### src/rtl/lcd_write_arbiter.sv
// Round-robin arbiter sharing one LCD serial-write engine between drawing clients.
// A grant is held for a whole transaction, then a fixed idle gap precedes the next grant.
//
// state    | meaning
// ---------+-------------------------------------------------------------
// ST_IDLE  | no grant; waiting for init_done and a pending request
// ST_GRANT | one client owns the engine; watchdog running
// ST_GAP   | grant dropped; counting GAP_CYCLES before the next grant
module lcd_write_arbiter #(
    parameter int NUM_CLIENTS = 3,
    parameter int GAP_CYCLES  = 4,
    parameter int TIMEOUT     = 65535
) (
    input  logic                     sys_clk,
    input  logic                     sys_rst,
    input  logic                     init_done,
    input  logic [NUM_CLIENTS-1:0]   req_en,
    input  logic [9*NUM_CLIENTS-1:0] req_data,
    input  logic [NUM_CLIENTS-1:0]   req_done,
    output logic [NUM_CLIENTS-1:0]   grant,
    output logic [NUM_CLIENTS-1:0]   client_wr_done,
    output logic [8:0]               lcd_data,
    output logic                     lcd_en_write,
    input  logic                     lcd_wr_done,
    output logic                     busy,
    output logic                     timeout_err,
    input  logic                     err_clr
);

    localparam int IDXW = (NUM_CLIENTS > 1) ? $clog2(NUM_CLIENTS) : 1;
    localparam logic [15:0] WD_LIMIT = 16'(TIMEOUT - 1);
    localparam logic [3:0]  GAP_LAST = 4'(GAP_CYCLES - 1);

    typedef enum logic [1:0] {
        ST_IDLE  = 2'd0,
        ST_GRANT = 2'd1,
        ST_GAP   = 2'd2
    } state_t;

    state_t                 state_q, state_d;
    logic [NUM_CLIENTS-1:0] grant_q, grant_d;
    logic [IDXW-1:0]        gidx_q, gidx_d;
    logic [IDXW-1:0]        last_q, last_d;
    logic [3:0]             gap_q, gap_d;
    logic [15:0]            wd_q, wd_d;
    logic                   err_q, err_d;

    logic                   pick_vld;
    logic [IDXW-1:0]        pick_idx;
    logic [NUM_CLIENTS-1:0] pick_onehot;
    logic                   g_en;
    logic                   g_done;
    logic [8:0]             g_data;
    logic                   in_grant;

    // Scan from the client after the last owner, wrapping around.
    always_comb begin
        int idx;
        idx         = 0;
        pick_vld    = 1'b0;
        pick_idx    = last_q;
        pick_onehot = '0;
        for (int k = 1; k <= NUM_CLIENTS; k++) begin
            idx = (int'(last_q) + k) % NUM_CLIENTS;
            if (!pick_vld && req_en[idx]) begin
                pick_vld = 1'b1;
                pick_idx = IDXW'(idx);
            end
        end
        pick_onehot[pick_idx] = 1'b1;
    end

    always_comb begin
        g_en   = req_en[gidx_q];
        g_done = req_done[gidx_q];
        g_data = req_data[int'(gidx_q)*9 +: 9];
    end

    always_ff @(posedge sys_clk or posedge sys_rst) begin
        if (sys_rst) begin
            state_q <= ST_IDLE;
            grant_q <= '0;
            gidx_q  <= '0;
            last_q  <= IDXW'(NUM_CLIENTS - 1);
            gap_q   <= '0;
            wd_q    <= '0;
            err_q   <= 1'b0;
        end else begin
            state_q <= state_d;
            grant_q <= grant_d;
            gidx_q  <= gidx_d;
            last_q  <= last_d;
            gap_q   <= gap_d;
            wd_q    <= wd_d;
            err_q   <= err_d;
        end
    end

    always_comb begin
        state_d = state_q;
        grant_d = grant_q;
        gidx_d  = gidx_q;
        last_d  = last_q;
        gap_d   = gap_q;
        wd_d    = '0;
        err_d   = err_clr ? 1'b0 : err_q;

        case (state_q)
            ST_IDLE: begin
                if (init_done && pick_vld) begin
                    state_d = ST_GRANT;
                    grant_d = pick_onehot;
                    gidx_d  = pick_idx;
                end
            end

            ST_GRANT: begin
                if (g_done || !g_en || (wd_q >= WD_LIMIT)) begin
                    state_d = ST_GAP;
                    grant_d = '0;
                    last_d  = gidx_q;
                    gap_d   = '0;
                    if (!g_done && g_en) begin
                        err_d = 1'b1;
                    end
                end else if (lcd_wr_done) begin
                    wd_d = '0;
                end else if (wd_q != 16'hFFFF) begin
                    wd_d = wd_q + 16'd1;
                end else begin
                    wd_d = wd_q;
                end
            end

            ST_GAP: begin
                // The last gap cycle arbitrates directly, so a pending request
                // sees exactly GAP_CYCLES grant-free cycles.
                if (gap_q >= GAP_LAST) begin
                    gap_d = '0;
                    if (init_done && pick_vld) begin
                        state_d = ST_GRANT;
                        grant_d = pick_onehot;
                        gidx_d  = pick_idx;
                    end else begin
                        state_d = ST_IDLE;
                    end
                end else begin
                    gap_d = gap_q + 4'd1;
                end
            end

            default: begin
                state_d = ST_IDLE;
                grant_d = '0;
            end
        endcase
    end

    assign in_grant       = (state_q == ST_GRANT) && !sys_rst;
    assign grant          = grant_q;
    assign busy           = (state_q != ST_IDLE);
    assign timeout_err    = err_q;
    assign lcd_en_write   = in_grant && g_en;
    assign lcd_data       = in_grant ? g_data : 9'd0;
    assign client_wr_done = (in_grant && lcd_wr_done) ? grant_q : '0;

endmodule

### config.mk
export PLATFORM = sky130hd
export DESIGN_NAME = lcd_write_arbiter
export DESIGN_NICKNAME = d
export VERILOG_FILES = /design/src/rtl/lcd_write_arbiter.sv
export SDC_FILE = /design/constraint.sdc
export NUM_CORES = 1
export LEC_CHECK = 0
export CAP_MARGIN = 20
export CORE_MARGIN = 1
export CORE_UTILIZATION = 45
export CTS_BUF_LIST = sky130_fd_sc_hd__clkbuf_8 sky130_fd_sc_hd__clkbuf_16
export CTS_CLUSTER_DIAMETER = 100
export DETAILED_ROUTE_END_ITERATION = 16
export GPL_ROUTABILITY_DRIVEN = 0
export PLACE_DENSITY = 0.75
export RECOVER_POWER = 25
export SYNTH_ARGS = -nofsm -noshare
export SYNTH_HDL_FRONTEND = slang
export SYNTH_SLANG_ARGS = --single-unit
### constraint.sdc
create_clock -name sys_clk -period 3.9 [get_ports sys_clk]
set_input_delay 0.585 -clock sys_clk [delete_from_list [all_inputs] [get_ports sys_clk]]
set_output_delay 0.585 -clock sys_clk [all_outputs]
set_load 0.03 [all_outputs]
* Word-level counts from Yosys, hierarchy flattened
Index checks and enable logic that the tools add are counted.
Widths: inputs -> output; s select.
** Word-level totals
- Register bits :: 30
- Bits in latches :: 0
- Memory bits (writable) :: 0
- Bits in read-only memories :: 0
- Input port bits :: 38
- Output and inout port bits :: 18
- Word-level logic and storage cells :: 102
- Memories kept :: 0
** Cells by class
- $add $sub $neg :: 5
- $mul :: 1
- Divide/modulo/power cells :: 3
- $lt $le $gt $ge :: 8
- Equality and inequality tests :: 7
- Shift-type cells :: 1
- Multiplexer cells :: 46
- Bitwise operators :: 0
- Reduce and logical (&&, ||, !) cells :: 24
** Operator list (count)
- $lt 32x4->1 const B :: 3
- $mod 32x3->32 const B :: 3
- $mux 16 :: 4
- $shiftx 27x7->9 :: 1
- $mux 1 :: 17
- $add 16x1->16 const B :: 1
- $ge 16x16->1 const B :: 1
- $mux 2 :: 8
- $ne 16x16->1 const B :: 1
- $mux 3 :: 4
- $bmux 1 s2 :: 5
- $mux 9 :: 1
- $pmux 3 s3 :: 1
- $logic_and 1x1->1 :: 8
- $mux 4 :: 2
- $pmux 4 s2 :: 1
- $reduce_and 2->1 :: 4
- $add 2x2->3 const B :: 2
- $lt 2x3->1 const B :: 2
- $mul 2x4->6 const B :: 1
- $ne 2x2->1 const B :: 3
- $pmux 2 s3 :: 1
- $reduce_bool 2->1 :: 3
- $logic_not 1->1 :: 5
- 12 further kinds :: 13

* Longest topological paths before layout
Gate-level depths: netlist of run 1.
- Word-level depth :: 19
- Gate-level depth with buffers :: 8
- Depth with buffers taken out :: 7

* Worst setup path before layout of run 1
No wires, ideal clock.
- Path type :: in2out
- Start :: input sys_rst
- End :: output lcd_data[0]
- Arrival time :: 1.988 ns
- Data required time :: 3.315 ns
- Path slack :: 1.327 ns
- Cell stages on the path :: 4
- Buffers on the path :: 1
- Cells stage by stage :: inv_1 -> nand2b_1 -> clkbuf_1 -> nor2_1
** Between the ends
- Word-level cells in the longest chain between the ends :: 3
** Ends and longest elaborated chain
- from (decl) :: RTL line 15 : input logic sys_rst,
- $logic_not 1->1 :: RTL line 159 : assign in_grant = (state_q == ST_GRANT) && !sys_rst;
- $logic_and 1x1->1 :: RTL line 159
- $mux 9 :: RTL line 164 : assign lcd_data = in_grant ? g_data : 9'd0;
- to (decl) :: RTL line 22 : output logic [8:0] lcd_data,
Every way passes these cells.

* Worst setup path in the final report of run 1
- Start :: input req_en[1]
- End :: output lcd_en_write
** Between the ends
- Word-level cells in the longest chain between the ends :: 3
** Ends and longest elaborated chain
- from (decl) :: RTL line 17 : input logic [NUM_CLIENTS-1:0] req_en,
- $bmux 1 s2 :: RTL line 74 : g_en = req_en[gidx_q];
- $mux 1 (not written as such) :: RTL line 74
- $logic_and 1x1->1 :: RTL line 163 : assign lcd_en_write = in_grant && g_en;
- to (decl) :: RTL line 23 : output logic lcd_en_write,
Every way passes these cells. The select of a mux whose other input is x is not followed.

==> results of run 1 <==
[cells in the mapped netlist (2+ instances only)]
master / n / share of area, %
a211oi_1: 3 / 1.1
a21o_1: 2 / 0.72
a21oi_1: 15 / 3.6
a22o_1: 2 / 0.84
a31oi_1: 3 / 0.90
and2_1: 2 / 0.60
and3_1: 9 / 2.7
and4_1: 2 / 0.84
buf_2: 2 / 0.48
buf_6: 2 / 1.1
clkbuf_1: 4 / 0.72
dfrtp_1: 29 / 35
ha_1: 6 / 3.6
inv_1: 16 / 2.9
mux2_2: 4 / 2.1
mux2i_1: 13 / 6.2
nand2_1: 11 / 2.0
nand2b_1: 3 / 0.90
nand3_1: 5 / 1.2
nand4_1: 5 / 1.5
nor2_1: 37 / 6.6
nor2b_1: 3 / 0.90
nor3b_1: 3 / 1.1
nor4_1: 2 / 0.60
o21ai_0: 5 / 1.2
o22ai_1: 3 / 0.90
o31ai_1: 2 / 0.72
or2_2: 2 / 0.60
xnor2_1: 5 / 2.1
xor2_1: 5 / 2.1
[through the flow]
step	hold slack [ns]	worst slack [ns]	power (W)	util [%]
6_report	0.5263	0.9367	0.001409	62.30
5_1_grt	0.5497	0.7999	0.001512	62.30
4_1_cts	0.5223	0.9263	0.001412	62.39
3_5_place_dp	0.5122	0.9417	0.001160	60.32
3_3_place_gp	0.4977	0.9682	0.001149	60.32
2_1_floorplan	0.4748	1.327	0.0009739	-
[cell families (layout without fill, tap and decap cells)]
group	count (synthesis)	count (layout)	share of synthesized area, %
AOI/OAI and AO/OA	51	51	18.57
xor gates and xnor gates	10	10	4.179
muxes	18	18	9.074
buffers and inverters	27	81	5.910
DFF	30	30	35.88
and+or+nand+nor	91	91	22.81
adders and majority gates	6	6	3.582
[placed cells by master, fill, tap and decap left out, types with 4 or more instances in the layout]
cell type and count:
a21oi_1 15, xor2_1 5, nand4_1 5, o21ai_0 5, nand2_1 11, dfrtp_1 29, nand3_1 5, mux2i_1 13
ha_1 6, mux2_2 4, clkbuf_8 6, xnor2_1 5, inv_1 17, nor2_1 37, and3_1 9, clkdlybuf4s50_1 54
[where the power goes]
group | internal (W) | switching [W]
logic | 0.000332 | 0.000403
registers | 0.000363 | 0.0000610
clock network | 0.000139 | 0.000111
[layout make-up]
class,instances,area share (%)
repair buffers,57,20.43
well taps,52,2.366
inverters,16,2.184
clock inverters,2,0.3185
flip-flops and latches,30,27.34
clock buffers,6,3.003
multi-input cells,176,44.36
[final timing paths]
path	startpoint	to	slack, ns	depth (start not counted)
worst min-delay path	wd_q[6]	wd_q[6]	0.53	1
worst min register to register	wd_q[6]	wd_q[6]	0.53	1
worst max register to register	last_q[0]	grant[2]	1.51	7
min in group asynchronous	sys_rst	grant[0]	1.37	3
worst max-delay path	req_en[1]	lcd_en_write	0.94	5
max in group asynchronous	sys_rst	gap_q[1]	1.61	3
[registers in the layout, indices dropped and copies added, names as in the netlist]
| register | count |
|---|---|
| wd_q | 16 |
| grant | 3 |
| last_q | 2 |
| gap_q | 4 |
| state_q | 2 |
| gidx_q | 2 |
| timeout_err | 1 |
[critical path, stage by stage]
cell and delay [ns]:
clkdlybuf4s50_1 0.54, mux2i_1 0.19, a2bb2oi_1 0.37, nor2_1 0.09
clkdlybuf4s50_1 0.61
[per-layer routing]
layer | vias to the layer above | track usage, % | wire length (um)
met1 | 870 | 28.01 | 2204
met3 | 17 | 4.906 | 188
met4 | 0 | 8.222 | 146
met5 | - | 0 | 0
met2 | 46 | 32.59 | 2226
li1 | 928 | - | -
==> impl_metrics.tcl, run 1 <==
set metrics [dict create \
    synth-seq-cells 30 \
    synthCells 233 \
    placed_area_sq_um 2663 \
    ys_seq_area_share_pct 35.88 \
    n_fill_cell 389 \
    io-pin-count 56 \
    grt.total_usage_pct 20.92 \
    finalHoldViolCount 0 \
    clk_pin_slew_ns 0.06 \
    status "complete, but fails checks" \
    wl_per_cell_um 14.06 \
    violations "capacitance limit, slew limit" \
    ir_worst_vdd_uv 331.9 \
    diodes 0 \
    cts_buffers 5 \
    postCtsHoldBufs 0 \
    detail-route-antenna-nets 0 \
    rows 24 \
    drc_errors 0 \
    cts_tree "built" \
    cap_viol_max_count 1 \
    cp.required_ns 3.31 \
    first_pass_iters 5 \
    vias 1861 \
    startpoint_type "input port" \
    relSlewSlack_pct -5.949 \
    synth_area_sq_um 2096 \
    antenna_found_initial 0 \
    overflow 0 \
    syn-mean-instance-area_sq_um 8.995 \
    grt_pass1_wl_mm 8.231 \
    design_area_sq_um 2750 \
    post-route-min-period_ns 2.963 \
    syn_to_final_growth_pct 31.22 \
    post_cts_resized 0 \
    drv_slew 31 \
    fin_skew_ns 0.005454 \
    cts.sinks 30 \
    tns_ns 0 \
    path_class "input port to output port" \
    fin_crit_sh_pct 75.98 \
    setup_violations 0 \
    worstMarginPinSlew_ns 1.589 \
    fin_nets 330 \
    hp-class "register to register" \
    cts_setup_buffers 0 \
    first_global_vias 1791 \
    synth_cell_types 58 \
    routed_wl_mm 4.765 \
    layout.area.seq_sq_um 752.0 \
    finalNonFillerCells 339 \
    async_flop_share_pct 100.0 \
    synth_edf_count 0 \
    die_h_um 70.25 \
    grt_max_degree 31 \
    dpl.hpwl_mm 3.654 \
    clockBufferDepth 2 \
    powerDensity_nw_per_um2 512.2 \
    cp.arrival_ns 2.38 \
    placedCellCount 331 \
    power.leakage_nw 1.153 \
    via_per_inst 5.490 \
    fmax_mhz 337.5 \
    synth_flop_cell "dfrtp_1" \
    cp_max_fo 8 \
    die_area_sq_um 4934 \
    rsz0062_at_grt "no" \
    synth_nets 277 \
    htreeDepth 2 \
    drtIter0Drc 126 \
    multi_input_area_sq_um 1220 \
    die_w_um 70.25 \
    cp-end-kind "output port" \
    ys_warn_count 0 \
    clkLatencyLatePin_ns 0.28 \
    cts_root_buffer "clkbuf_8" \
    fp.coreArea_sq_um 4414 \
    portBuffers 55 \
    drive_above_1_share_pct 8.362 \
    initial_core_util_pct 47.48 \
]
No activity file was read; power rests on OpenSTA's default activity.
==> run 2: changes to the inputs <==
==> constraint.sdc (replaced) <==
create_clock -name sys_clk -period 3.1 [get_ports sys_clk]
set_input_delay 0.465 -clock sys_clk [delete_from_list [all_inputs] [get_ports sys_clk]]
set_output_delay 0.465 -clock sys_clk [all_outputs]
set_load 0.03 [all_outputs]
==> run 2 against run 1 <==
The run still ends with capacitance limit, slew limit left. Sequential share of layout area is 0.25 points higher. Cell area down 0.91%. Register-to-register slack got worse by 0.85 ns. Via count down 1.0%. First-iteration DRC count fell by 18%. Worst hold slack lost 0.0040 ns. Count of clock-buffer cells in the layout stayed put. Flip-flop and latch count did not move. Power up 25%. Die area did not move. Sequential power increased by 26%. Non-clock buffer count unchanged. Highest routed layer unchanged.
==> impl_metrics.tcl, run 2 (same netlist as run 1, synthesis figures left out) <==
set metrics [dict create \
    status "complete, but fails checks" \
    violations "capacitance limit, slew limit" \
    path_class "register to output port" \
    fin_nets 330 \
    die_area_sq_um 4934 \
    cp-end-kind "output port" \
    cts.sinks 30 \
    startpoint_type "register" \
    cts_buffers 5 \
    cp_max_fo 14 \
    p_sw_w 0.0007185 \
    clkLatencyLatePin_ns 0.27 \
    largest_register "wd_q" \
    cts_tree "built" \
    fin_hold_ws_ns 0.5224 \
    io-pin-count 56 \
    rows 24 \
    rsz0062_at_grt "no" \
    wl_per_cell_um 14.31 \
    portBuffers 55 \
    drtIter0Drc 103 \
    syn_to_final_growth_pct 30.03 \
    cp.arrival_ns 2.06 \
    die_w_um 70.25 \
    tns_ns 0 \
    clk_pin_slew_ns 0.06 \
    post-route-min-period_ns 2.526 \
    overflow 0 \
    swShare_pct 40.76 \
    final_common_cell "clkdlybuf4s50_1" \
    power_frac_comb_pct 51.9 \
    final_cell_mix "clkdlybuf4s50_1 (44), nor2_1 (37), dfrtp_1 (29)" \
    r2r_slack_ns 0.66 \
    cap_viol_max_count 1 \
    crit_start "gidx_q[0]" \
    max_stage_delay_ns 0.84 \
    crit_chain "mux2i_1, a2bb2oi_1, nor2_1, buf_4" \
    postCtsHoldBufs 0 \
    detail-route-antenna-nets 0 \
    fin_skew_ns 0.003107 \
    r2r_start "gidx_q[0]" \
    die_h_um 70.25 \
    antenna_found_initial 0 \
    n_fill_cell 374 \
    hp-class "register to register" \
    clockBufferDepth 2 \
    largest_reg_flops 16 \
    fp.coreArea_sq_um 4414 \
    power.leakage_nw 1.173 \
    setup_violations 0 \
    drive_above_1_share_pct 11.85 \
    p_int_w 0.001044 \
    reg2reg_to "wd_q[13]" \
    routed_wl_mm 4.850 \
    first_pass_iters 4 \
    fmax_mhz 395.8 \
    cts_setup_buffers 0 \
    grt.total_usage_pct 20.98 \
    cts_root_buffer "clkbuf_8" \
    relSlewSlack_pct -3.958 \
    grt_pass1_wl_mm 8.273 \
    dpl.hpwl_mm 3.639 \
    diodes 0 \
    fin_crit_sh_pct 81.50 \
    first_global_vias 1782 \
    drv_slew 31 \
    finalHoldViolCount 0 \
    grt_max_degree 31 \
    cp_slowest_cell "dfrtp_1" \
    ir_worst_vdd_uv 305.8 \
    cp-endpoint "lcd_en_write" \
    via_per_inst 5.434 \
    drc_errors 0 \
    pwr-share-clk_pct 17.8 \
    powerDensity_nw_per_um2 646.9 \
    initial_core_util_pct 47.48 \
    worstMarginPinSlew_ns 1.559 \
    post_cts_resized 0 \
    hold_depth 1 \
    p_seq_share_pct 30.3 \
    reg2reg_depth 5 \
    vias 1842 \
    cp.required_ns 2.63 \
    htreeDepth 2 \
]
==> run 2: final cells by class <==
class | count | area, sq um | share of cell area (%)
Clock buffer | 6 | 82.58 | 3.030
Tap cell | 52 | 65.06 | 2.388
Sequential cell | 30 | 752.0 | 27.59
Multi-Input combinational cell | 176 | 1220 | 44.77
Timing Repair Buffer | 57 | 536.8 | 19.70
Inverter | 16 | 60.06 | 2.204
Clock inverter | 2 | 8.758 | 0.3214
==> run 2: worst min-delay path by stage <==
stage	start	slack, ns	end
after floorplan	wd_q[6]	0.47	wd_q[6]
after global placement	wd_q[6]	0.51	wd_q[6]
after detailed placement	wd_q[6]	0.51	wd_q[6]
after CTS	wd_q[6]	0.52	wd_q[6]
after global routing	gap_q[2]	0.57	gap_q[2]
final	wd_q[6]	0.52	wd_q[6]
==> run 2: per-layer routing <==
| metal | vias to the layer above | wire (um) | global-route usage (%) |
|---|---|---|---|
| met5 | - | 0 | 0 |
| met4 | 0 | 79 | 6.667 |
| met3 | 9 | 130 | 4.618 |
| met2 | 36 | 2371 | 34.18 |
| li1 | 923 | - | - |
| met1 | 874 | 2270 | 27.67 |
==> run 2: worst max-delay path: cells and delay by family (launching register included) <==
| kind | cells | cell delay, ns |
|---|---|---|
| muxes | 1 | 0.26 |
| and+or+nand+nor | 1 | 0.10 |
| AOI/OAI and AO/OA | 1 | 0.39 |
| buffers and inverters | 1 | 0.18 |
| DFF | 1 | 0.84 |
==> run 2: through the flow <==
step                instances  power, W  utilization (%)  worst slack [ns]  cell area (sq um)
floorplan                 233  0.001225                -            0.7672               2096
global route              339  0.001894            61.73            0.4407               2725
finish                    339  0.001763            61.73            0.5737               2725
global placement          331  0.001444            59.75            0.6804               2638
CTS                       339  0.001778            61.82            0.5556               2729
detailed placement        331  0.001455            59.75            0.5958               2638
==> run 2: power by group through the flow <==
| stage | registers [W] | clock network, W | logic, W |
|---|---|---|---|
| 2_1_floorplan | 0.000533 | 0 | 0.000692 |
| 4_1_cts | 0.000536 | 0.000324 | 0.000918 |
| 3_5_place_dp | 0.000543 | 0 | 0.000912 |
| 3_3_place_gp | 0.000539 | 0 | 0.000905 |
| 6_report | 0.000534 | 0.000314 | 0.000915 |
| 5_1_grt | 0.000550 | 0.000340 | 0.00100 |
